===== src/rtl/vae_ctrl_pkg.sv =====
// Shared definitions for the VAE forward-pass control slice.
// Holds the sequencer state encoding and the default datapath geometry
// and pipeline latencies used by vae_forward_sequencer.
package vae_ctrl_pkg;

    typedef enum logic [2:0] {
        IDLE      = 3'd0,
        CLR       = 3'd1,
        ENC_FEED  = 3'd2,
        ENC_DRAIN = 3'd3,
        REPARAM   = 3'd4,
        DEC_FEED  = 3'd5,
        DEC_DRAIN = 3'd6,
        DONE      = 3'd7
    } vae_state_t;

    localparam int VAE_N_IN        = 9;
    localparam int VAE_N_LAT       = 2;
    localparam int VAE_ENC_LAT     = 3;
    localparam int VAE_REPARAM_LAT = 4;
    localparam int VAE_DEC_LAT     = 3;
    localparam int VAE_CNT_W       = 8;

endpackage


===== src/rtl/vae_phase_timer.sv =====
// Load/decrement/expire down-counter shared by the wait phases.
// Ports:
//   clk, rst      clock, asynchronous active-low reset
//   load          load load_val this cycle (has priority over decrement)
//   load_val      value to load (phase length - 1)
//   expired       count has reached 0
module vae_phase_timer #(
    parameter int CNT_W = 8
) (
    input  logic             clk,
    input  logic             rst,
    input  logic             load,
    input  logic [CNT_W-1:0] load_val,
    output logic             expired
);

    logic [CNT_W-1:0] cnt;

    always_ff @(posedge clk or negedge rst) begin
        if (!rst) begin
            cnt <= '0;
        end else if (load) begin
            cnt <= load_val;
        end else if (cnt != '0) begin
            cnt <= cnt - 1'b1;
        end
    end

    assign expired = (cnt == '0);

endmodule


===== src/rtl/vae_forward_sequencer.sv =====
// Control FSM for one VAE inference: encoder feed/drain, reparameterization,
// decoder feed/drain, then a done pulse. All outputs are registered and
// reflect the state they belong to in the same cycle.
// Ports:
//   clk, rst            clock, asynchronous active-low reset
//   start               launch a run (honoured only in IDLE)
//   abort               cancel a run, back to IDLE (ignored in IDLE)
//   x_valid             feature source has data for enc_idx
//   enc_clr, dec_clr    accumulator clears (CLR cycle)
//   enc_en, enc_idx     encoder consume strobe and feature index
//   reparam_en          one-cycle latch/RNG-step strobe
//   dec_en, dec_idx     decoder consume strobe and latent index
//   busy, done          run in progress, one-cycle completion pulse
//
// state     | meaning
// ----------+-----------------------------------------------
// IDLE      | waiting for start, all outputs low
// CLR       | clear both accumulator banks
// ENC_FEED  | stream N_IN features, stalls on x_valid=0
// ENC_DRAIN | wait ENC_LAT cycles for the encoder array
// REPARAM   | REPARAM_LAT cycles, strobe on first cycle
// DEC_FEED  | stream N_LAT latents, no stall
// DEC_DRAIN | wait DEC_LAT cycles for the decoder array
// DONE      | one-cycle done pulse
module vae_forward_sequencer
    import vae_ctrl_pkg::*;
#(
    parameter int N_IN        = VAE_N_IN,
    parameter int N_LAT       = VAE_N_LAT,
    parameter int ENC_LAT     = VAE_ENC_LAT,
    parameter int REPARAM_LAT = VAE_REPARAM_LAT,
    parameter int DEC_LAT     = VAE_DEC_LAT,
    parameter int CNT_W       = VAE_CNT_W,
    localparam int ENC_IDX_W  = (N_IN  > 1) ? $clog2(N_IN)  : 1,
    localparam int DEC_IDX_W  = (N_LAT > 1) ? $clog2(N_LAT) : 1
) (
    input  logic                 clk,
    input  logic                 rst,
    input  logic                 start,
    input  logic                 abort,
    input  logic                 x_valid,
    output logic                 enc_clr,
    output logic                 dec_clr,
    output logic                 enc_en,
    output logic [ENC_IDX_W-1:0] enc_idx,
    output logic                 reparam_en,
    output logic                 dec_en,
    output logic [DEC_IDX_W-1:0] dec_idx,
    output logic                 busy,
    output logic                 done
);

    vae_state_t       state;
    logic             tmr_load;
    logic [CNT_W-1:0] tmr_val;
    logic             tmr_expired;
    logic             do_abort;
    logic             enc_last;
    logic             dec_last;

    assign do_abort = abort && (state != IDLE);
    // enc_en is the registered "feature consumed this cycle" flag
    assign enc_last = (state == ENC_FEED) && enc_en && (enc_idx == ENC_IDX_W'(N_IN - 1));
    assign dec_last = (state == DEC_FEED) && (dec_idx == DEC_IDX_W'(N_LAT - 1));

    // Timer is loaded on the edge that enters each timed phase, so the
    // phase lasts exactly LAT cycles before expired is seen.
    always_comb begin
        tmr_load = 1'b0;
        tmr_val  = '0;
        if (do_abort) begin
            tmr_load = 1'b1;
        end else if (enc_last) begin
            tmr_load = 1'b1;
            tmr_val  = CNT_W'(ENC_LAT - 1);
        end else if (state == ENC_DRAIN && tmr_expired) begin
            tmr_load = 1'b1;
            tmr_val  = CNT_W'(REPARAM_LAT - 1);
        end else if (dec_last) begin
            tmr_load = 1'b1;
            tmr_val  = CNT_W'(DEC_LAT - 1);
        end
    end

    vae_phase_timer #(.CNT_W(CNT_W)) u_timer (
        .clk      (clk),
        .rst      (rst),
        .load     (tmr_load),
        .load_val (tmr_val),
        .expired  (tmr_expired)
    );

    always_ff @(posedge clk or negedge rst) begin
        if (!rst) begin
            state      <= IDLE;
            enc_clr    <= 1'b0;
            dec_clr    <= 1'b0;
            enc_en     <= 1'b0;
            enc_idx    <= '0;
            reparam_en <= 1'b0;
            dec_en     <= 1'b0;
            dec_idx    <= '0;
            busy       <= 1'b0;
            done       <= 1'b0;
        end else begin
            enc_clr    <= 1'b0;
            dec_clr    <= 1'b0;
            enc_en     <= 1'b0;
            reparam_en <= 1'b0;
            dec_en     <= 1'b0;
            done       <= 1'b0;
            if (do_abort) begin
                state   <= IDLE;
                enc_idx <= '0;
                dec_idx <= '0;
                busy    <= 1'b0;
            end else begin
                case (state)
                    IDLE: begin
                        if (start) begin
                            state   <= CLR;
                            enc_clr <= 1'b1;
                            dec_clr <= 1'b1;
                            busy    <= 1'b1;
                        end
                    end
                    CLR: begin
                        state  <= ENC_FEED;
                        enc_en <= x_valid;
                    end
                    ENC_FEED: begin
                        if (enc_last) begin
                            state   <= ENC_DRAIN;
                            enc_idx <= '0;
                        end else begin
                            if (enc_en) begin
                                enc_idx <= enc_idx + 1'b1;
                            end
                            enc_en <= x_valid;
                        end
                    end
                    ENC_DRAIN: begin
                        if (tmr_expired) begin
                            state      <= REPARAM;
                            reparam_en <= 1'b1;
                        end
                    end
                    REPARAM: begin
                        if (tmr_expired) begin
                            state  <= DEC_FEED;
                            dec_en <= 1'b1;
                        end
                    end
                    DEC_FEED: begin
                        if (dec_last) begin
                            state   <= DEC_DRAIN;
                            dec_idx <= '0;
                        end else begin
                            dec_idx <= dec_idx + 1'b1;
                            dec_en  <= 1'b1;
                        end
                    end
                    DEC_DRAIN: begin
                        if (tmr_expired) begin
                            state <= DONE;
                            done  <= 1'b1;
                        end
                    end
                    DONE: begin
                        state <= IDLE;
                        busy  <= 1'b0;
                    end
                    default: begin
                        state <= IDLE;
                        busy  <= 1'b0;
                    end
                endcase
            end
        end
    end

endmodule


===== config.mk =====
export PLATFORM = sky130hd
export DESIGN_NAME = vae_forward_sequencer
export DESIGN_NICKNAME = d
export VERILOG_FILES = /design/src/rtl/vae_ctrl_pkg.sv /design/src/rtl/vae_phase_timer.sv /design/src/rtl/vae_forward_sequencer.sv
export SDC_FILE = /design/constraint.sdc
export NUM_CORES = 1
export LEC_CHECK = 0
export CAP_MARGIN = 0
export CELL_PAD_IN_SITES_DETAIL_PLACEMENT = 1
export CELL_PAD_IN_SITES_GLOBAL_PLACEMENT = 1
export CORE_ASPECT_RATIO = 1.75
export CORE_UTILIZATION = 31
export CTS_CLUSTER_SIZE = 40
export DETAILED_ROUTE_END_ITERATION = 8
export GPL_ROUTABILITY_DRIVEN = 0
export PLACE_DENSITY_LB_ADDON = 0.08
export SETUP_SLACK_MARGIN = 0.02
export SYNTH_ARGS = -nofsm -noshare
export SYNTH_HDL_FRONTEND = slang
export SYNTH_SLANG_ARGS = --single-unit

===== constraint.sdc =====
create_clock -name clk -period 1.92 [get_ports clk]
set_input_delay 0.288 -clock clk [delete_from_list [all_inputs] [get_ports clk]]
set_output_delay 0.288 -clock clk [all_outputs]
set_load 0.05 [all_outputs]

==> impl_metrics.toml, run 1 <==
[logic_synthesis]
ys_warn_count = 0
syn_area_um2 = 1260
yosysTopAreaCellShare_pct = 43.8
yosysTopAreaCell = "dfrtp_1"
synthCells = 135
syn_nets = 143
synth_xor_area_share_pct = 1.39
synth_adder_area_share_pct = 2.99
ys_seq_area_share_pct = 43.8
synth_top_family_by_area = "simple AND/OR/NAND/NOR gates"
synthMuxAreaShare_pct = 1.69
synth_ff_type = "dfrtp_1"
synth_area_leaders = "dfrtp_1, nor2_1, a21oi_1"
synth_edf_count = 0
synthDistinctLibCells = 46
synth_compound_gate_area_share_pct = 20.2
synth-seq-cells = 22
async_reset_ff_share_pct = 100
yosys.area_share.simple_pct = 24.5
syn_area_per_cell_um2 = 9.31

[detailed_routing]
first_iter_violations = 19
wl_per_cell_um = 16.1
ant_nets = 0
vias_per_cell = 5.35
wl_um = 3540
vias = 1178
post-route-drc-count = 0
detail_route.first_pass.iterations = 4

[clock_tree]
clock_sinks = 22
cts_root_buf = "clkbuf_8"
cts_max_path_buffers = 2
worstSkewPairLatency_ns = 0.26
cts_made_buffers = 3
htreeDepth = 1
holdBufCountCts = 0
cts_tree = "done"
clk_pin_slew_worst_paths_ns = 0.08

[cells_and_area]
area_growth_pct = 37.0
antenna_cells = 0
multi_input_area_um2 = 679
top_regs = "u_timer.cnt: 8 flops, enc_idx: 4 flops, state: 3 flops"
regMostFlops = "u_timer.cnt"
final_layout_size_suffix_gt1_share_pct = 29.1
largest_reg_flops = 8
fin_nets = 181
seq_area_um2 = 553
n_fill_cell = 462
final_area_um2 = 1720

[grt]
grt_max_degree = 23
grt_pass1_vias = 1268
antenna_found_initial = 0
grt_pass1_wl_um = 6070
grt-ovfl-total = 0
track_usage_pct = 18.6

[timing]
fin_crit_ns = 1.85
finClkSkew_ns = 0.00435
fin_crit_sh_pct = 96.2
finalHoldViolations = 0
worst_slack_ns = 0.0734
tightest_slew_ns = 0.497
finalMaxSlewViolations = 0
timing.setup.tns_ns = 0
hold_ws_ns = 0.375
grt_setup_unrepaired = "yes"
fmax_mhz = 542
relSlewSlack_pct = 66.8
setup_viol = 0

[power]
p_leak_nw = 0.732
p_total_mw = 2.54
powerDensity_nw_per_um2 = 1470
ir_drop_mv = 0.832

[floorplan]
chipWidth_um = 50.1
die_y_um = 86.3
initial_core_util_pct = 32.5
core_um2 = 3870
ios = 17
rows = 30
die_area_um2 = 4330

[hold_path]
min_path_type = "input port to asynchronous set/reset pin"

[job]
drv_cap = 0

[critical_path]
path_max_fanout = 5
cp.required_ns = 2.12
end_kind = "flip-flop"
crit_type = "flip-flop to flip-flop"
critPathLaunchType = "flip-flop"
arrival_ns = 2.04

[placement]
detailedPlace.worstSlack_ns = -0.00899
dp_hpwl_um = 2710
place_area_um2 = 1620
port_buffers = 16

[status]
outcome = "finished clean"
[area by class of cell]
class	count	share of cell area, %
inverter	6	1.31
clock buffer	4	3.20
timing repair buffer	42	20.5
tap	48	3.49
sequential	22	32.1
multi-input combinational	98	39.4
[critical path: stages, from the launching register on]
cell,delay [ns]
dfrtp_1,0.39
or4_4,0.57
or4b_2,0.67
a21oi_2,0.15
[cells in the mapped netlist (all sizes together) (2+ instances only)]
cell type and count:
a211oi 2, a21oi 10, a31o 2, buf 3
clkbuf 6, dfrtp 22, ha 3, inv 6
nand2 10, nand2b 6, nand3 3, nand3b 2
nor2 14, nor3 2, nor4 2, nor4b 2
o211ai 2, o21a 4, o21ai 6, o221ai 2
o31a 2, or3 2, or3b 2, xor2 2
[worst paths after layout]
| path | depth (start not counted) | endpoint | start | slack (ns) |
|---|---|---|---|---|
| min in group clk | 1 | enc_idx[3] | enc_idx[3] | 0.52 |
| hold reg to reg | 1 | enc_idx[3] | enc_idx[3] | 0.52 |
| setup reg to reg | 3 | u_timer.cnt[7] | u_timer.cnt[6] | 0.07 |
| setup / recovery | 3 | u_timer.cnt[7] | u_timer.cnt[6] | 0.07 |
| hold / removal | 2 | done | rst | 0.38 |
| max in group asynchronous | 2 | enc_idx[1] | rst | 1.29 |
[layer usage]
metal	global-route usage, %	vias to the layer above	wire (um)
met3	2.11	5	46
li1	-	559	-
met1	20.6	601	1390
met4	6.75	0	53
met5	0	-	0
met2	34.9	13	2050
[logic make-up after synthesis]
group                      Yosys count
and+or+nand+nor                     54
DFF                                 22
xor gates and xnor gates             2
muxes                                2
AOI/OAI and AO/OA                   37
adders and majority gates            3
buffers and inverters               15
[power by group]
| part | leakage, nW | internal [mW] | switching [mW] |
|---|---|---|---|
| Combinational | 0.416 | 0.704 | 0.793 |
| Sequential | 0.288 | 0.592 | 0.114 |
| Clock | 0.0288 | 0.183 | 0.155 |
| Total | 0.732 | 1.48 | 1.06 |
[placed cells by master (no fill, tap or decap), drive strengths merged, types with 2 or more instances in the layout]
master         instances
a211oi                 2
a21oi                 10
a31o                   2
buf                   27
clkbuf                 4
clkdlybuf4s50         15
dfrtp                 22
ha                     3
inv                    6
nand2                 10
nand2b                 6
nand3                  3
nand3b                 2
nor2                  14
nor3                   2
nor4                   2
nor4b                  2
o211ai                 2
o21a                   4
o21ai                  6
o221ai                 2
o31a                   2
or3                    2
or3b                   2
xor2                   2
[through the flow]
stage	cells	utilization, %
2_1_floorplan	135	-
3_3_place_gp	215	41.9
3_5_place_dp	215	41.9
4_1_cts	219	43.7
5_1_grt	220	44.6
6_report	220	44.6
[repair_timing]
item / 4_1_cts / 5_1_grt
resized for setup: 3 / 8
pin swaps: 0 / 2
endpoints found under the setup margin: 5 / 9
setup buffers: 0 / 1
(Power assumes the default switching activity.)
==> inputs of run 2 (changes only) <==
--- a/config.mk
+++ b/config.mk
@@ -17,4 +17,5 @@
 export SETUP_SLACK_MARGIN = 0.02
 export SYNTH_ARGS = -nofsm -noshare
 export SYNTH_HDL_FRONTEND = slang
+export SYNTH_HIERARCHICAL = 1
 export SYNTH_SLANG_ARGS = --single-unit
==> run 2 against run 1 <==
Largest cell class unchanged. Fmax shrank 12%. Area after synthesis grew 6.6%. The flow now finishes with violations (negative setup slack). Clock-buffer cell count is the same. Highest routed layer unchanged.
==> impl_metrics.toml, run 2 <==
[timing]
finClkSkew_ns = 0.00257
fmax_mhz = 478
timing.setup.tns_ns = -0.778
grt_setup_unrepaired = "yes"
relSlewSlack_pct = 66.2
fin_crit_ns = 2.09
worst_slack_ns = -0.170
tightest_slew_ns = 0.503
finalMaxSlewViolations = 0
hold_ws_ns = 0.374
fin_crit_sh_pct = 109
finalHoldViolations = 0
setup_viol = 10

[cells_and_area]
fin_nets = 208
final_area_um2 = 1930
post-route-util_pct = 46.4
final_layout_size_suffix_gt1_share_pct = 33.2
layout_common_cells = "buf_4, dfrtp_1, nand2_1, clkdlybuf4s50_1, a21oi_1"
regMostFlops = "u_timer/cnt"
largest_reg_flops = 8
area_growth_pct = 43.8
antenna_cells = 0
final_common_cell = "buf_4"
top_regs = "u_timer/cnt: 8 flops, enc_idx: 4 flops, state: 3 flops"
instances_no_fill = 248

[clock_tree]
cts_root_buf = "clkbuf_8"
htreeDepth = 1
cts_max_path_buffers = 2
clk_pin_slew_worst_paths_ns = 0.08
cts_tree = "done"
cts_made_buffers = 3
worstSkewPairLatency_ns = 0.27
clock_sinks = 22
holdBufCountCts = 0

[logic_synthesis]
synth_common_cells = "dfrtp_1, nand2_1, a21oi_1, inv_1, nor2_1"
yosysTopAreaCell = "dfrtp_1"
synth_edf_count = 0
synthCells = 147
async_reset_ff_share_pct = 100
syn_area_per_cell_um2 = 9.12
synth-seq-cells = 22
ys_warn_count = 6
synth_area_leaders = "dfrtp_1, a21oi_1, nand2_1"
yosysTopAreaCellShare_pct = 41.1
synth_ff_type = "dfrtp_1"
synthDistinctLibCells = 52
syn_area_um2 = 1340
ys_seq_area_share_pct = 41.1
yosysMostFrequentCell = "dfrtp_1"

[grt]
grt.busiest_layer = "met2"
met2_usage_pct = 40.5
grt-ovfl-total = 0
grt_pass1_wl_um = 7010
track_usage_pct = 20.6
grt_max_degree = 23
grt_pass1_vias = 1462
use_met3_pct = 1.70
antenna_found_initial = 0
use_met1_pct = 21.1

[placement]
detailedPlace.worstSlack_ns = -0.144
dp_hpwl_um = 3190
place_area_um2 = 1750
port_buffers = 16
dp_cells = 238

[critical_path]
r2r-start = "u_timer/cnt[1]"
r2r_end = "u_timer/cnt[5]"
critPathLaunchType = "flip-flop"
cp_cell_sequence = "inv_2, ha_4, or3b_4, nor2_4, and3b_1, o21ai_2, o211ai_1, buf_4, a21oi_4, a221oi_2"
cp.required_ns = 2.11
rrSetupSlack_ns = -0.17
path_max_fanout = 4
arrival_ns = 2.28
slowest_delay_ns = 0.40
crit_slowest_cell = "dfrtp_1"
crit_type = "flip-flop to flip-flop"
ff2ff_path_depth = 10
end_kind = "flip-flop"

[floorplan]
initial_core_util_pct = 32.3
die_area_um2 = 4600
core_um2 = 4150
rows = 31
die_y_um = 89.0
ios = 17
chipWidth_um = 51.7

[detailed_routing]
wl_um = 4170
first_iter_violations = 25
post-route-drc-count = 0
ant_nets = 0
detail_route.first_pass.iterations = 4
vias = 1337
vias_per_cell = 5.39
wl_per_cell_um = 16.8

[status]
violations = "negative setup slack"
outcome = "finished with violations"

[power]
power.combinational.fraction_pct = 58.6
powerDensity_nw_per_um2 = 1330
switching_power_mw = 1.08
power_frac_clock_pct = 13.4
p_leak_nw = 0.849
ir_drop_mv = 0.645
swShare_pct = 42.3
p_total_mw = 2.55
p_seq_share_pct = 28.0
power.internal_mw = 1.47

[hold_path]
min_path_type = "input port to asynchronous set/reset pin"

[job]
drv_cap = 0
## run 2: cell count changes in the layout (fill, tap and decap cells not counted), moves of 3 or more
cell | previous run | this run
nor2_1 | 13 | 8
nor3_1 | 1 | 8
o31ai_2 | 0 | 3
conb_1 | 0 | 6
buf_4 | 27 | 35
nand2b_1 | 6 | 1
o21a_1 | 4 | 1
clkdlybuf4s50_1 | 15 | 12
inv_2 | 1 | 4
## run 2: kinds of logic after synthesis
kind of cell,Yosys count,share of synthesized area [%]
xor gates and xnor gates,1,0.654
DFF,22,41.1
and+or+nand+nor,63,27.8
buffers and inverters,16,5.70
adders and majority gates,3,2.80
other,1,0.280
AOI/OAI and AO/OA,41,21.7
## run 2: worst max-delay path by stage
stage | from | end | slack, ns | depth (start not counted)
3_5_place_dp | u_timer/cnt[1] | u_timer/cnt[5] | -0.14 | 9
5_1_grt | u_timer/cnt[1] | u_timer/cnt[5] | -0.29 | 10
2_1_floorplan | u_timer/cnt[0] | u_timer/cnt[5] | -0.26 | 10
4_1_cts | u_timer/cnt[1] | u_timer/cnt[5] | -0.14 | 10
6_report | u_timer/cnt[1] | u_timer/cnt[5] | -0.17 | 10
3_3_place_gp | u_timer/cnt[4] | u_timer/cnt[5] | -0.08 | 8
## run 2: layer usage
| layer | wire length [um] | vias up |
|---|---|---|
| met5 | 0 | - |
| met2 | 2500 | 21 |
| li1 | - | 639 |
| met3 | 74 | 9 |
| met1 | 1510 | 668 |
| met4 | 89 | 0 |
## run 2: area by class of cell
type	count	area, um^2
tap	49	61.3
sequential	22	551
multi-input combinational	114	816
inverter	10	37.5
timing repair buffer	49	407
clock buffer	4	55.1
fill	484	2220
## run 2: critical path: cells and delay by family, from the launching register on
kind            cells  cell delay (ns)
simple gates        3             0.70
fa+ha+maj           1             0.13
flops               1             0.40
buf+inv             2             0.28
compound gates      4             0.50
## run 2: repair_timing
| action | CTS | global route |
|---|---|---|
| resized for setup | 9 | 13 |
| cloned | 0 | 0 |
| endpoints found under the setup margin | 10 | 12 |
| pin swaps | 5 | 10 |
| setup buffers | 3 | 4 |
## run 2: power by group through the flow
stage / sequential, mW / clock (mW) / combinational [mW]
5_1_grt: 0.730 / 0.374 / 1.63
3_5_place_dp: 0.722 / 0 / 1.35
4_1_cts: 0.715 / 0.354 / 1.42
2_1_floorplan: 0.856 / 0 / 0.671
3_3_place_gp: 0.708 / 0 / 1.30
6_report: 0.715 / 0.341 / 1.50
==> inputs of run 3 (changes only) <==
--- a/config.mk
+++ b/config.mk
@@ -5,7 +5,7 @@
 export SDC_FILE = /design/constraint.sdc
 export NUM_CORES = 1
 export LEC_CHECK = 0
-export CAP_MARGIN = 0
+export CAP_MARGIN = 25
 export CELL_PAD_IN_SITES_DETAIL_PLACEMENT = 1
 export CELL_PAD_IN_SITES_GLOBAL_PLACEMENT = 1
 export CORE_ASPECT_RATIO = 1.75
==> results of run 3 <==
No change in the layout: final DEF, timing and power equal those of run 2.
